File: src/rtl/riscv_fetch_unit_pkg.sv
// Shared constants, state encoding and IF/ID entry type for the fetch stage.
package riscv_fetch_unit_pkg;

    localparam logic [31:0] RESET_PC  = 32'h0000_0000;
    localparam logic [31:0] NOP_INSTR = 32'h0000_0013;  // addi x0,x0,0

    typedef enum logic [1:0] {
        IDLE  = 2'd0,
        FETCH = 2'd1,
        HOLD  = 2'd2,
        KILL  = 2'd3
    } fetchState_t;

    typedef struct packed {
        logic [31:0] instr;
        logic [31:0] pc;
        logic [31:0] pcPlus4;
        logic        valid;
    } ifidEntry_t;

    localparam ifidEntry_t BUBBLE_ENTRY = '{
        instr:   NOP_INSTR,
        pc:      32'h0,
        pcPlus4: 32'h0,
        valid:   1'b0
    };

    // Sequential PC; wraps modulo 2^32.
    function automatic logic [31:0] nextPc(input logic [31:0] pc);
        return pc + 32'd4;
    endfunction

    // Force a fetch address onto a word boundary.
    function automatic logic [31:0] alignWord(input logic [31:0] addr);
        return addr & 32'hFFFF_FFFC;
    endfunction

endpackage

File: src/rtl/riscv_fetch_unit_if.sv
// Instruction-memory req/ack port. The fetch unit is the master; memory
// may acknowledge in the request cycle or any number of cycles later.
interface riscv_fetch_unit_if;
    logic        ImemReq;
    logic [31:0] ImemAddr;
    logic        ImemAck;
    logic [31:0] ImemRData;

    modport master (output ImemReq, output ImemAddr, input ImemAck, input ImemRData);
    modport slave  (input ImemReq, input ImemAddr, output ImemAck, output ImemRData);
endinterface

File: src/rtl/riscv_fetch_unit_ifid_reg.sv
// IF/ID pipeline register: flush beats stall, stall beats load.
module riscv_ifid_reg
    import riscv_fetch_unit_pkg::*;
(
    input  logic       clk,
    input  logic       rstn,
    input  logic       flush,
    input  logic       stall,
    input  ifidEntry_t loadEntry,
    output ifidEntry_t ifidQ
);

    ifidEntry_t ifidReg;

    // Register update: reset/flush write a bubble, stall holds, else load.
    always_ff @(posedge clk or negedge rstn) begin
        if (!rstn) begin
            ifidReg <= BUBBLE_ENTRY;
        end else if (flush) begin
            ifidReg <= BUBBLE_ENTRY;
        end else if (!stall) begin
            ifidReg <= loadEntry;
        end
    end

    assign ifidQ = ifidReg;

endmodule

File: src/rtl/riscv_fetch_unit.sv
// RV32I fetch stage: owns PCF, a variable-latency req/ack fetch port, a
// one-word hold buffer for words that arrive during a stall, a redirect
// register for branches resolved while a request is still outstanding,
// and the IF/ID register.
module riscv_fetch_unit
    import riscv_fetch_unit_pkg::*;
(
    input  logic                       clk,
    input  logic                       rstn,
    input  logic                       StallF,
    input  logic                       StallD,
    input  logic                       FlushD,
    input  logic                       PCSrcE,
    input  logic [31:0]                PCTargetE,
    riscv_fetch_unit_if.master         imem,
    output logic [31:0]                InstrD,
    output logic [31:0]                PCD,
    output logic [31:0]                PCPlus4D,
    output logic                       ValidD
);

    fetchState_t stateReg, stateNext;
    logic [31:0] pcfReg, pcfNext;
    logic [31:0] redirectReg, redirectNext;
    logic [31:0] holdInstrReg, holdInstrNext;
    logic [31:0] holdPcReg, holdPcNext;

    logic        imemReq;
    logic        deliver;
    logic [31:0] deliverInstr;
    logic [31:0] deliverPc;
    ifidEntry_t  loadEntry;
    ifidEntry_t  ifidQ;

    // State, PC, redirect and hold-buffer registers.
    always_ff @(posedge clk or negedge rstn) begin
        if (!rstn) begin
            stateReg     <= IDLE;
            pcfReg       <= RESET_PC;
            redirectReg  <= RESET_PC;
            holdInstrReg <= NOP_INSTR;
            holdPcReg    <= RESET_PC;
        end else begin
            stateReg     <= stateNext;
            pcfReg       <= pcfNext;
            redirectReg  <= redirectNext;
            holdInstrReg <= holdInstrNext;
            holdPcReg    <= holdPcNext;
        end
    end

    // Next-state logic: a request, once raised, is held until its ack, so a
    // branch seen mid-request is parked in redirectReg and the late word is
    // thrown away in KILL.
    always_comb begin
        stateNext     = stateReg;
        pcfNext       = pcfReg;
        redirectNext  = redirectReg;
        holdInstrNext = holdInstrReg;
        holdPcNext    = holdPcReg;
        imemReq       = 1'b0;
        deliver       = 1'b0;
        deliverInstr  = holdInstrReg;
        deliverPc     = holdPcReg;

        unique case (stateReg)
            IDLE: begin
                stateNext = FETCH;
            end
            FETCH: begin
                imemReq = 1'b1;
                if (imem.ImemAck) begin
                    if (PCSrcE) begin
                        pcfNext = alignWord(PCTargetE);
                    end else if (!StallF) begin
                        deliver      = 1'b1;
                        deliverInstr = imem.ImemRData;
                        deliverPc    = pcfReg;
                        pcfNext      = nextPc(pcfReg);
                    end else begin
                        holdInstrNext = imem.ImemRData;
                        holdPcNext    = pcfReg;
                        stateNext     = HOLD;
                    end
                end else if (PCSrcE) begin
                    redirectNext = alignWord(PCTargetE);
                    stateNext    = KILL;
                end
            end
            HOLD: begin
                if (PCSrcE) begin
                    pcfNext   = alignWord(PCTargetE);
                    stateNext = FETCH;
                end else if (!StallF) begin
                    deliver   = 1'b1;
                    pcfNext   = nextPc(pcfReg);
                    stateNext = FETCH;
                end
            end
            KILL: begin
                imemReq = 1'b1;
                if (imem.ImemAck) begin
                    // A branch arriving with the ack is the newest target.
                    pcfNext   = PCSrcE ? alignWord(PCTargetE) : redirectReg;
                    stateNext = FETCH;
                end else if (PCSrcE) begin
                    redirectNext = alignWord(PCTargetE);
                end
            end
            default: begin
                stateNext = IDLE;
            end
        endcase
    end

    // Value offered to IF/ID: the delivered word, otherwise a bubble.
    always_comb begin
        loadEntry = BUBBLE_ENTRY;
        if (deliver) begin
            loadEntry = '{instr:   deliverInstr,
                          pc:      deliverPc,
                          pcPlus4: nextPc(deliverPc),
                          valid:   1'b1};
        end
    end

    riscv_ifid_reg ifidRegInst (
        .clk       (clk),
        .rstn      (rstn),
        .flush     (FlushD),
        .stall     (StallD),
        .loadEntry (loadEntry),
        .ifidQ     (ifidQ)
    );

    assign imem.ImemReq  = imemReq;
    assign imem.ImemAddr = pcfReg;   // pcfReg is only ever loaded aligned
    assign InstrD        = ifidQ.instr;
    assign PCD           = ifidQ.pc;
    assign PCPlus4D      = ifidQ.pcPlus4;
    assign ValidD        = ifidQ.valid;

endmodule

File: src/flat_wrapper.sv
// flat-port wrapper written by rule: the top's interface ports become plain ports
module riscv_fetch_unit_flat import riscv_fetch_unit_pkg::*;
  (clk, rstn, StallF, StallD, FlushD, PCSrcE, PCTargetE, InstrD, PCD, PCPlus4D, ValidD, imem_ImemReq, imem_ImemAddr, imem_ImemAck, imem_ImemRData);
  riscv_fetch_unit_if imem_i ();
  input  logic clk;
  input  logic rstn;
  input  logic StallF;
  input  logic StallD;
  input  logic FlushD;
  input  logic PCSrcE;
  input  logic [31:0] PCTargetE;
  output logic [31:0] InstrD;
  output logic [31:0] PCD;
  output logic [31:0] PCPlus4D;
  output logic ValidD;
  output wire logic [$bits(imem_i.ImemReq)-1:0] imem_ImemReq;
  output wire logic [$bits(imem_i.ImemAddr)-1:0] imem_ImemAddr;
  input wire logic [$bits(imem_i.ImemAck)-1:0] imem_ImemAck;
  input wire logic [$bits(imem_i.ImemRData)-1:0] imem_ImemRData;
  assign imem_ImemReq = imem_i.ImemReq;
  assign imem_ImemAddr = imem_i.ImemAddr;
  assign imem_i.ImemAck = imem_ImemAck;
  assign imem_i.ImemRData = imem_ImemRData;
  riscv_fetch_unit u_core (.clk(clk), .rstn(rstn), .StallF(StallF), .StallD(StallD), .FlushD(FlushD), .PCSrcE(PCSrcE), .PCTargetE(PCTargetE), .imem(imem_i), .InstrD(InstrD), .PCD(PCD), .PCPlus4D(PCPlus4D), .ValidD(ValidD));
endmodule
File: config.mk
export PLATFORM = sky130hd
export DESIGN_NAME = riscv_fetch_unit_flat
export DESIGN_NICKNAME = d
export VERILOG_FILES = /design/src/rtl/riscv_fetch_unit_pkg.sv /design/src/rtl/riscv_fetch_unit_if.sv /design/src/rtl/riscv_fetch_unit_ifid_reg.sv /design/src/rtl/riscv_fetch_unit.sv /design/src/flat_wrapper.sv
export SDC_FILE = /design/constraint.sdc
export NUM_CORES = 1
export LEC_CHECK = 0
export ABC_AREA = 1
export BUFFER_PORTS_ARGS = -buffer_cell sky130_fd_sc_hd__buf_4
export CAP_MARGIN = 20
export CELL_PAD_IN_SITES_DETAIL_PLACEMENT = 1
export CELL_PAD_IN_SITES_GLOBAL_PLACEMENT = 1
export CORE_UTILIZATION = 41
export DETAILED_ROUTE_END_ITERATION = 8
export PLACE_DENSITY_LB_ADDON = 0.1
export REMOVE_ABC_BUFFERS = 1
export SLEW_MARGIN = 20
export SYNTH_ARGS = -nofsm -noshare
export SYNTH_HDL_FRONTEND = slang
export SYNTH_SLANG_ARGS = --single-unit
export TNS_END_PERCENT = 20
File: constraint.sdc
create_clock -name clk -period 3.15 [get_ports clk]
set_clock_uncertainty 0.1 [all_clocks]
set_input_delay 0.1575 -clock clk [delete_from_list [all_inputs] [get_ports clk]]
set_output_delay 0.1575 -clock clk [all_outputs]
set_load 0.01 [all_outputs]
### After elaboration in Yosys (flattened, before gate mapping)

Index checks and enable logic that the tools add are counted.

| word-level totals | value |
|---|---|
| bits of input ports | 71 |
| word-level logic and storage cells | 60 |
| bits in registers | 227 |
| latch bits | 0 |
| memory bits (writable) | 0 |
| bits in read-only memories | 0 |
| memories | 0 |
| output and inout port bits | 130 |

| operators by class | value |
|---|---|
| reduce and logical (&&, ||, !) cells | 7 |
| bitwise operators | 2 |
| add/subtract/negate cells | 2 |
| multipliers | 0 |
| divide/modulo/power cells | 0 |
| magnitude comparators | 0 |
| shifts and indexed selects | 0 |
| equality and inequality tests | 10 |
| multiplexer cells | 30 |

Operators by type and width:

| operator | number |
|---|---|
| 32-bit two-way mux | 13 |
| 97-bit two-way mux | 3 |
| 32-bit one-hot mux with 3 select lines | 1 |
| 32-bit by 3-bit adder with 32-bit output (second input constant) | 2 |
| 2-bit two-way mux | 7 |
| 3-bit != test (second input constant) | 4 |
| 2-bit one-hot mux with 4 select lines | 1 |
| 5-bit AND reduction | 1 |
| 2-bit equality test (second input constant) | 2 |
| 1-bit two-way mux | 4 |
| 2-bit != test (second input constant) | 2 |
| 4-bit AND reduction | 1 |
| 3-bit AND reduction | 1 |
| 3-bit nonzero test | 1 |
| 2-bit by 1-bit equality test with 1-bit output (second input constant) | 1 |
| 2-bit zero test | 1 |
| 2-bit by 1-bit != test with 1-bit output (second input constant) | 1 |
| 1-bit NOT | 2 |
| 1-bit one-hot mux with 2 select lines | 1 |
| 2-bit AND reduction | 1 |
| 2-bit OR reduction | 1 |

### Logic depth before layout (Yosys ltp)

Gate-level depths: netlist of the first run.

| logic depth | value |
|---|---|
| depth after elaboration | 8 |
| mapped depth | 18 |
| depth with buffers taken out | 17 |

### Hierarchy

A second synthesis of the first run with hierarchy kept.

| second synthesis, totals | value |
|---|---|
| cells, all modules | 1733 |
| area total of the unflattened synthesis | 12433.2 um^2 |

Modules (own cells, without submodules):

| module | cells each | times used | area each (um^2) | sequential area each (um^2) |
|---|---|---|---|---|
| riscv_fetch_unit | 1304 | 1 | 8538.2 | 3256.9 |
| riscv_ifid_reg | 429 | 1 | 3895.0 | 2431.1 |

### Least setup slack after synthesis of the first run

OpenSTA, ideal clock, no wires.

| path | value |
|---|---|
| path type | flip-flop to flip-flop |
| from | register u_core.stateReg[1] |
| to | register u_core.ifidRegInst.ifidReg, in the netlist u_core.ifidRegInst.ifidQ[21] |
| library setup time | 0.127 ns |
| required time | 2.923 ns |
| period minus slack after synthesis | 2.479 ns |
| path slack | 0.671 ns |
| stages on the path, launching flop included | 18 |
| buffers on the path | 1 |
| arrival | 2.252 ns |
| cell sequence | dfrtp_1 -> inv_1 -> ha_1 -> nand2_1 -> inv_2 -> nand2_8 -> buf_6 -> nand2_1 -> o21ai_1 -> inv_1 -> ha_1 -> nand3_2 -> nor2_2 -> nand2_2 -> nor2_1 -> nand2_1 -> o21ai_1 -> nand3_1 |

| on the way | value |
|---|---|
| cells in the longest elaborated chain, start to end | 6 |
| elaborated cells on any way between the ends | 8 |
| those cells by class | 1 x add/sub; 2 x eq/ne; 5 x mux |

Ends and longest elaborated chain:

| item | RTL line | source |
|---|---|---|
| from (decl) | riscv_fetch_unit.sv:22 | `fetchState_t stateReg, stateNext;` |
| from (signal assigned) | riscv_fetch_unit.sv:44 | `stateReg <= stateNext;` |
| 2-bit by 1-bit equality test with 1-bit output | riscv_fetch_unit.sv:66 | `unique case (stateReg)` |
| 32-bit two-way mux | riscv_fetch_unit.sv:66 |  |
| 32-bit by 3-bit adder with 32-bit output | riscv_fetch_unit_pkg.sv:30 | `return pc + 32'd4;` |
| 97-bit two-way mux * | riscv_fetch_unit.sv:119 | `if (deliver) begin` |
| 97-bit two-way mux * | riscv_fetch_unit_ifid_reg.sv:21 | `end else if (!stall) begin` |
| 97-bit two-way mux * | riscv_fetch_unit_ifid_reg.sv:19 | `end else if (flush) begin` |
| to (signal assigned) | riscv_fetch_unit_ifid_reg.sv:22 | `ifidReg <= loadEntry;` |
| to (decl) | riscv_fetch_unit_ifid_reg.sv:13 | `ifidEntry_t ifidReg;` |

Mark *: on every way between the ends. The rest lies on a longest branch, timed or not. The select of a mux whose other input is x is not followed.
A chain may end at the register's enable or synchronous reset.

### Final worst setup path of the first run

Ends and elaborated chain as after synthesis.

==> flow_summary.ini, run 1 <==
[run_status]
status = completed

[setup_path]
cp-end-kind = register
crit_type = register to register
r2r-end = u_core.ifidRegInst.ifidQ[21]
cp_max_fo = 15
rrSetupSlack_ps = 290
cp_num_buf_inv = 2
arrival_ps = 3170
start_kind = register
endpoint = u_core.ifidRegInst.ifidQ[21]
slowest_stage = dfrtp_1
crit_chain = inv_1, ha_2, nand2_1, inv_4, nand2_8, o21ai_1, ha_1, nand3_2, nor2_4, nand2_2, nor2_1, nand2_1, o21ai_1, nand3_1
worst_r2r_path_depth = 14
crit_required_ps = 3460
crit_family = simple AND/OR/NAND/NOR gates
crit_start = u_core.stateReg[1]
path_depth = 14
critPathMaxStageDelay_ps = 410
r2r-start = u_core.stateReg[1]

[global_route]
antenna_found_initial = 0
grt_pass1_vias = 11100
grt_pass1_wl_mm = 57.9
grt.overflow.total = 0
grt_util_all_layers = 0.254
use_met1 = 0.326
grt_use_met2 = 0.445
globalRouteMet3Util = 0.0344
gr-max-usage-layer = met2
grt_start_max_net_pins = 129

[cells_and_area]
n_antenna_cell = 0
area_growth_pct = 29.7
num-fill-cells = 3295
final_nets = 1775
drive_gt1_frac = 0.185
final_area_mm2 = 0.0148
multi_input_area_mm2 = 0.00486
regArea_mm2 = 0.00564

[sta]
period_needed_ps = 2860
worst_pin_slew_ps = 856
rsz0062_at_grt = false
maxSlewHeadroom = 0.428
hold_viol = 0
max_freq_mhz = 350
maxSlewViolCount = 0
tns_ps = 0
finalCritPeriodShare = 0.907
setup_viol = 0

[flow_run]
max-cap-violations = 0

[routing]
via_per_inst = 5.12
wl_mm = 35.5
post_drt_wl_per_cell_um = 17.0
drtIter0Drc = 599
drtAntennaViolNets = 0
first_pass_iters = 5
drcViolationCount = 0
vias = 10700

[clocking]
cts_tree = yes
clock_latency_ps = 530
numCtsBuffers = 26
cts.clk_slew.worst_paths_ps = 60
post_cts_buffers = 0
root_buffer = clkbuf_16
cts_num_sinks = 225
clockBufferDepth = 3
cts_max_level = 1

[placed_design]
place_area_mm2 = 0.0133
dpl.hpwl_mm = 24.6
io_buffers = 198
gp_congestion = 0.876

[yosys]
yosysUniqueCellTypes = 51
ys_seq_area_frac = 0.495
synth_top_flop_cell = dfrtp_1
yosysWarnings = 0
async_flop_share = 1.00
syn-cell-area_mm2 = 0.0114
syn_inst = 1457
synth_edf_count = 0
syn_avg_cell_area_um2 = 7.82
synth_seq_cells = 225

[power_and_ir_drop]
cellLeakagePower_nw = 7.20
power.density_mw_per_mm2 = 775
ir_drop_mv = 0.456
power_mw = 11.5

[floorplan]
core_area_mm2 = 0.0271
die_x_um = 169
initial_utilization = 0.420
io_pins = 201
die_y_um = 169
dieArea_mm2 = 0.0285
rows = 60

[min_path]
min_path_type = input pin to register
[kinds of logic after synthesis]
group,synth area share
AO/OA/AOI/OAI,0.163
AND/OR/NAND/NOR,0.241
buffers and inverters,0.0807
XOR/XNOR,0.00999
adder cells (fa/ha/maj),0.00659
multiplexers,0.00351
flip-flops,0.495
[area by class of cell]
class	instances	share of cell area
sequential	225	0.381
inverter	154	0.0394
timing repair buffer	287	0.161
clock inverter	5	0.00542
tap	372	0.0315
clock buffer	40	0.0524
multi-input combinational	1004	0.329
[what timing repair did]
item	4_1_cts	5_1_grt
setup endpoints to repair	0	7
hold buffers	66	0
gates resized for setup	0	3
endpoints found under the hold margin	183	0
[tightest hold or removal path, delay by kind of cell]
| family | cells | cell delay (ps) |
|---|---|---|
| AND/OR/NAND/NOR | 2 | 190 |
| AO/OA/AOI/OAI | 1 | 120 |
| buffers and inverters | 2 | 160 |
[Yosys cell counts, types with 2 or more instances]
| cell type | instances | area share |
|---|---|---|
| and2_1 | 2 | 0.0011 |
| inv_1 | 146 | 0.048 |
| o21ai_2 | 9 | 0.0069 |
| nor3_4 | 2 | 0.0029 |
| nand2_2 | 12 | 0.0066 |
| a21oi_1 | 39 | 0.017 |
| inv_2 | 5 | 0.0016 |
| nand3_1 | 61 | 0.027 |
| nor2_4 | 6 | 0.0059 |
| nand2_1 | 435 | 0.14 |
| nor2_1 | 69 | 0.023 |
| xor2_1 | 13 | 0.010 |
| buf_4 | 3 | 0.0020 |
| dfrtp_1 | 219 | 0.48 |
| dfstp_2 | 6 | 0.014 |
| mux2i_1 | 4 | 0.0035 |
| buf_6 | 6 | 0.0059 |
| buf_1 | 2 | 0.00066 |
| a22oi_1 | 16 | 0.011 |
| o21ai_0 | 236 | 0.10 |
| o22ai_1 | 6 | 0.0033 |
| o21ai_1 | 18 | 0.0079 |
| clkbuf_1 | 58 | 0.019 |
| ha_1 | 6 | 0.0066 |
| nand4_1 | 19 | 0.010 |
| nor4_1 | 2 | 0.0011 |
| nor3_1 | 14 | 0.0061 |
| nor2_8 | 2 | 0.0035 |
| buf_2 | 5 | 0.0022 |
| o31ai_1 | 2 | 0.0013 |
| nor2_2 | 7 | 0.0038 |
| clkinv_1 | 2 | 0.00066 |
| o211ai_1 | 7 | 0.0046 |
[report_power, final]
group | switching (mW) | internal, mW
clock network | 1.21 | 1.84
logic | 2.64 | 1.43
registers | 0.633 | 3.70
total | 4.48 | 6.97
[state kept, by name, indices dropped and copies added, names as in the netlist]
signal	count
u_core.stateReg	2
u_core.holdInstrReg	32
u_core.redirectReg	32
u_core.ifidRegInst.ifidQ	95
u_core.holdPcReg	32
u_core.imem.ImemAddr	32
[per-layer routing]
metal  vias up  share of wire
li1       5196              -
met1      5210           0.45
met2       219           0.49
met3        55          0.041
met4         0          0.023
met5         -              0
[through the flow]
| step | setup slack, ps | cells | hold slack, ps | util |
|---|---|---|---|---|
| finish | 292 | 2087 | 43.8 | 0.545 |
| global route | 18.5 | 2087 | 105 | 0.545 |
| CTS | 189 | 2087 | 31.4 | 0.545 |
| detailed placement | 204 | 1976 | 93.7 | 0.489 |
| global placement | 400 | 1976 | 93.2 | 0.489 |
| floorplan | -1110 | 1383 | -238 | - |
[how the worst min path moves through the flow]
stage	from	to	slack (ps)	cells past startpoint
after floorplan	rstn	u_core.holdInstrReg[10]	-240	0
after global placement	rstn	u_core.ifidRegInst.ifidQ[86]	90	1
after detailed placement	rstn	u_core.holdInstrReg[21]	90	1
after CTS	imem_ImemAck	u_core.redirectReg[0]	30	5
after global routing	imem_ImemAck	u_core.redirectReg[0]	110	5
final	imem_ImemAck	u_core.redirectReg[0]	40	5
[placed cells by master, fill, tap and decap left out, drive strengths merged, types with 7 or more instances in the layout]
cell / count
buf: 221
o211ai: 7
nor3: 17
xor2: 13
clkbuf: 40
o21ai: 264
nand2: 448
nand4: 19
nor2: 84
dlygate4sd3: 66
dfrtp: 219
inv: 151
a22oi: 16
nand3: 63
a21oi: 39
Note: power is estimated with default switching activity, not from simulation.
==> inputs of run 2 (changes only) <==
--- a/config.mk
+++ b/config.mk
@@ -12,7 +12,7 @@
 export CELL_PAD_IN_SITES_GLOBAL_PLACEMENT = 1
 export CORE_UTILIZATION = 41
 export DETAILED_ROUTE_END_ITERATION = 8
-export PLACE_DENSITY_LB_ADDON = 0.1
+export PLACE_DENSITY = 0.9
 export REMOVE_ABC_BUFFERS = 1
 export SLEW_MARGIN = 20
 export SYNTH_ARGS = -nofsm -noshare
==> flow_summary.ini, run 2 (synthesis results as in run 1) <==
[sta]
finalCritPeriodShare = 0.917
max_freq_mhz = 346
period_needed_ps = 2890
maxSlewViolCount = 0
rsz0062_at_grt = false
hold_viol = 0
setup_viol = 0
worst_pin_slew_ps = 761
maxSlewHeadroom = 0.493
tns_ps = 0

[setup_path]
arrival_ps = 3220
slowest_stage = dfrtp_1
worst_r2r_path_depth = 16
critPathMaxStageDelay_ps = 420
crit_required_ps = 3480
cp-end-kind = register
cp_max_fo = 25
start_kind = register
crit_type = register to register
crit_chain = inv_1, ha_1, nand2_1, inv_4, nand2_8, nand2_1, o21ai_1, inv_1, ha_1, nand3_2, nor2_4, nand3_1, nor2_2, nand3_1, nand3_1, nand2_1

[cells_and_area]
drive_gt1_frac = 0.189
largest_reg_flops = 95
final_nets = 1773
layout_commonest_cell = nand2_1
final_area_mm2 = 0.0149
final_cell_mix = nand2_1 (435), o21ai_0 (236), buf_4 (219), dfrtp_1 (219), inv_1 (146)
fin_cells = 2088
n_antenna_cell = 0
area_growth_pct = 30.4

[floorplan]
io_pins = 201
die_y_um = 169
rows = 60
initial_utilization = 0.420
die_x_um = 169
core_area_mm2 = 0.0271
dieArea_mm2 = 0.0285

[placed_design]
io_buffers = 198
dpl.hpwl_mm = 25.6
gp_congestion = 0.899
place_area_mm2 = 0.0132
placed_cells = 1976

[routing]
drtIter0Drc = 852
drcViolationCount = 0
drtAntennaViolNets = 0
wl_mm = 38.2
post_drt_wl_per_cell_um = 18.3
vias = 11100
via_per_inst = 5.31
first_pass_iters = 5

[global_route]
grt_pass1_vias = 11900
grt_start_max_net_pins = 95
antenna_found_initial = 0
grt.overflow.total = 0
grt_util_all_layers = 0.273
grt_pass1_wl_mm = 62.3

[clocking]
post_cts_buffers = 0
cts_max_level = 1
root_buffer = clkbuf_16
cts.clk_slew.worst_paths_ps = 60
cts_num_sinks = 225
numCtsBuffers = 26
clock_latency_ps = 540
clockBufferDepth = 3
cts_tree = yes

[min_path]
worstHoldPathCells = 3
min_path_type = input pin to register

[power_and_ir_drop]
cellLeakagePower_nw = 7.24
ir_drop_mv = 0.491
power.density_mw_per_mm2 = 811
power_mw = 12.0

[run_status]
status = completed

[flow_run]
max-cap-violations = 0
## run 2: cell count changes in the layout (fill, tap and decap cells not counted), sizes merged
cell and change:
clkinvlp +2, bufinv +5, clkbuf -8, dlygate4sd3 -2, clkinv +4
## run 2: repair_timing
action                                 in CTS  in global routing
endpoints found under the hold margin     189                  0
setup endpoints to repair                   0                  8
resized for setup                           0                  2
hold buffers                               64                  0
## run 2: metal layers
layer / vias up / share of wire / global-route usage
met4: 0 / 0.025 / 0.0830
met3: 71 / 0.045 / 0.0395
met1: 5537 / 0.42 / 0.339
met5: - / 0 / 0
li1: 5207 / - / -
met2: 282 / 0.51 / 0.489
## run 2: per-stage QoR
stage | utilization | hold slack, ps | setup slack [ps]
finish | 0.548 | 64.4 | 260
global route | 0.548 | 98.1 | 7.19
CTS | 0.548 | 48.5 | 177
detailed placement | 0.488 | 139 | 182
global placement | 0.488 | 138 | 394
floorplan | - | -238 | -1110
## run 2: worst max-delay path: cells and delay by family, from the launching register on
kind                     cells  cell delay [ps]
adder cells (fa/ha/maj)      2              400
buffers and inverters        3              380
flip-flops                   1              420
AND/OR/NAND/NOR             10             1330
AO/OA/AOI/OAI                1              150
## run 2: final cells by class
type / count / area [µm²]
Clock buffer: 32 / 724
Clock inverter: 16 / 269
Fill cell: 3311 / 12200
Inverter: 154 / 582
Multi-Input combinational cell: 1004 / 4860
Sequential cell: 225 / 5640
Tap cell: 372 / 465
Timing Repair Buffer: 285 / 2320
## run 2: where the power goes
| part | switching (mW) | internal, mW | leakage [nW] | total (mW) |
|---|---|---|---|---|
| combinational | 2.78 | 1.42 | 3.85 | 4.20 |
| clock | 1.28 | 2.21 | 0.476 | 3.49 |
| sequential | 0.659 | 3.70 | 2.91 | 4.36 |
## run 2: final timing paths
kind / start / to / slack, ps
setup / recovery: u_core.stateReg[1] / u_core.ifidRegInst.ifidQ[23] / 260
hold / removal: PCSrcE / u_core.imem.ImemAddr[30] / 60
setup reg to reg: u_core.stateReg[1] / u_core.ifidRegInst.ifidQ[23] / 260
hold reg to reg: u_core.ifidRegInst.ifidQ[23] / u_core.ifidRegInst.ifidQ[23] / 380
max in group asynchronous: rstn / u_core.ifidRegInst.ifidQ[66] / 1800
min in group asynchronous: rstn / u_core.ifidRegInst.ifidQ[87] / 130
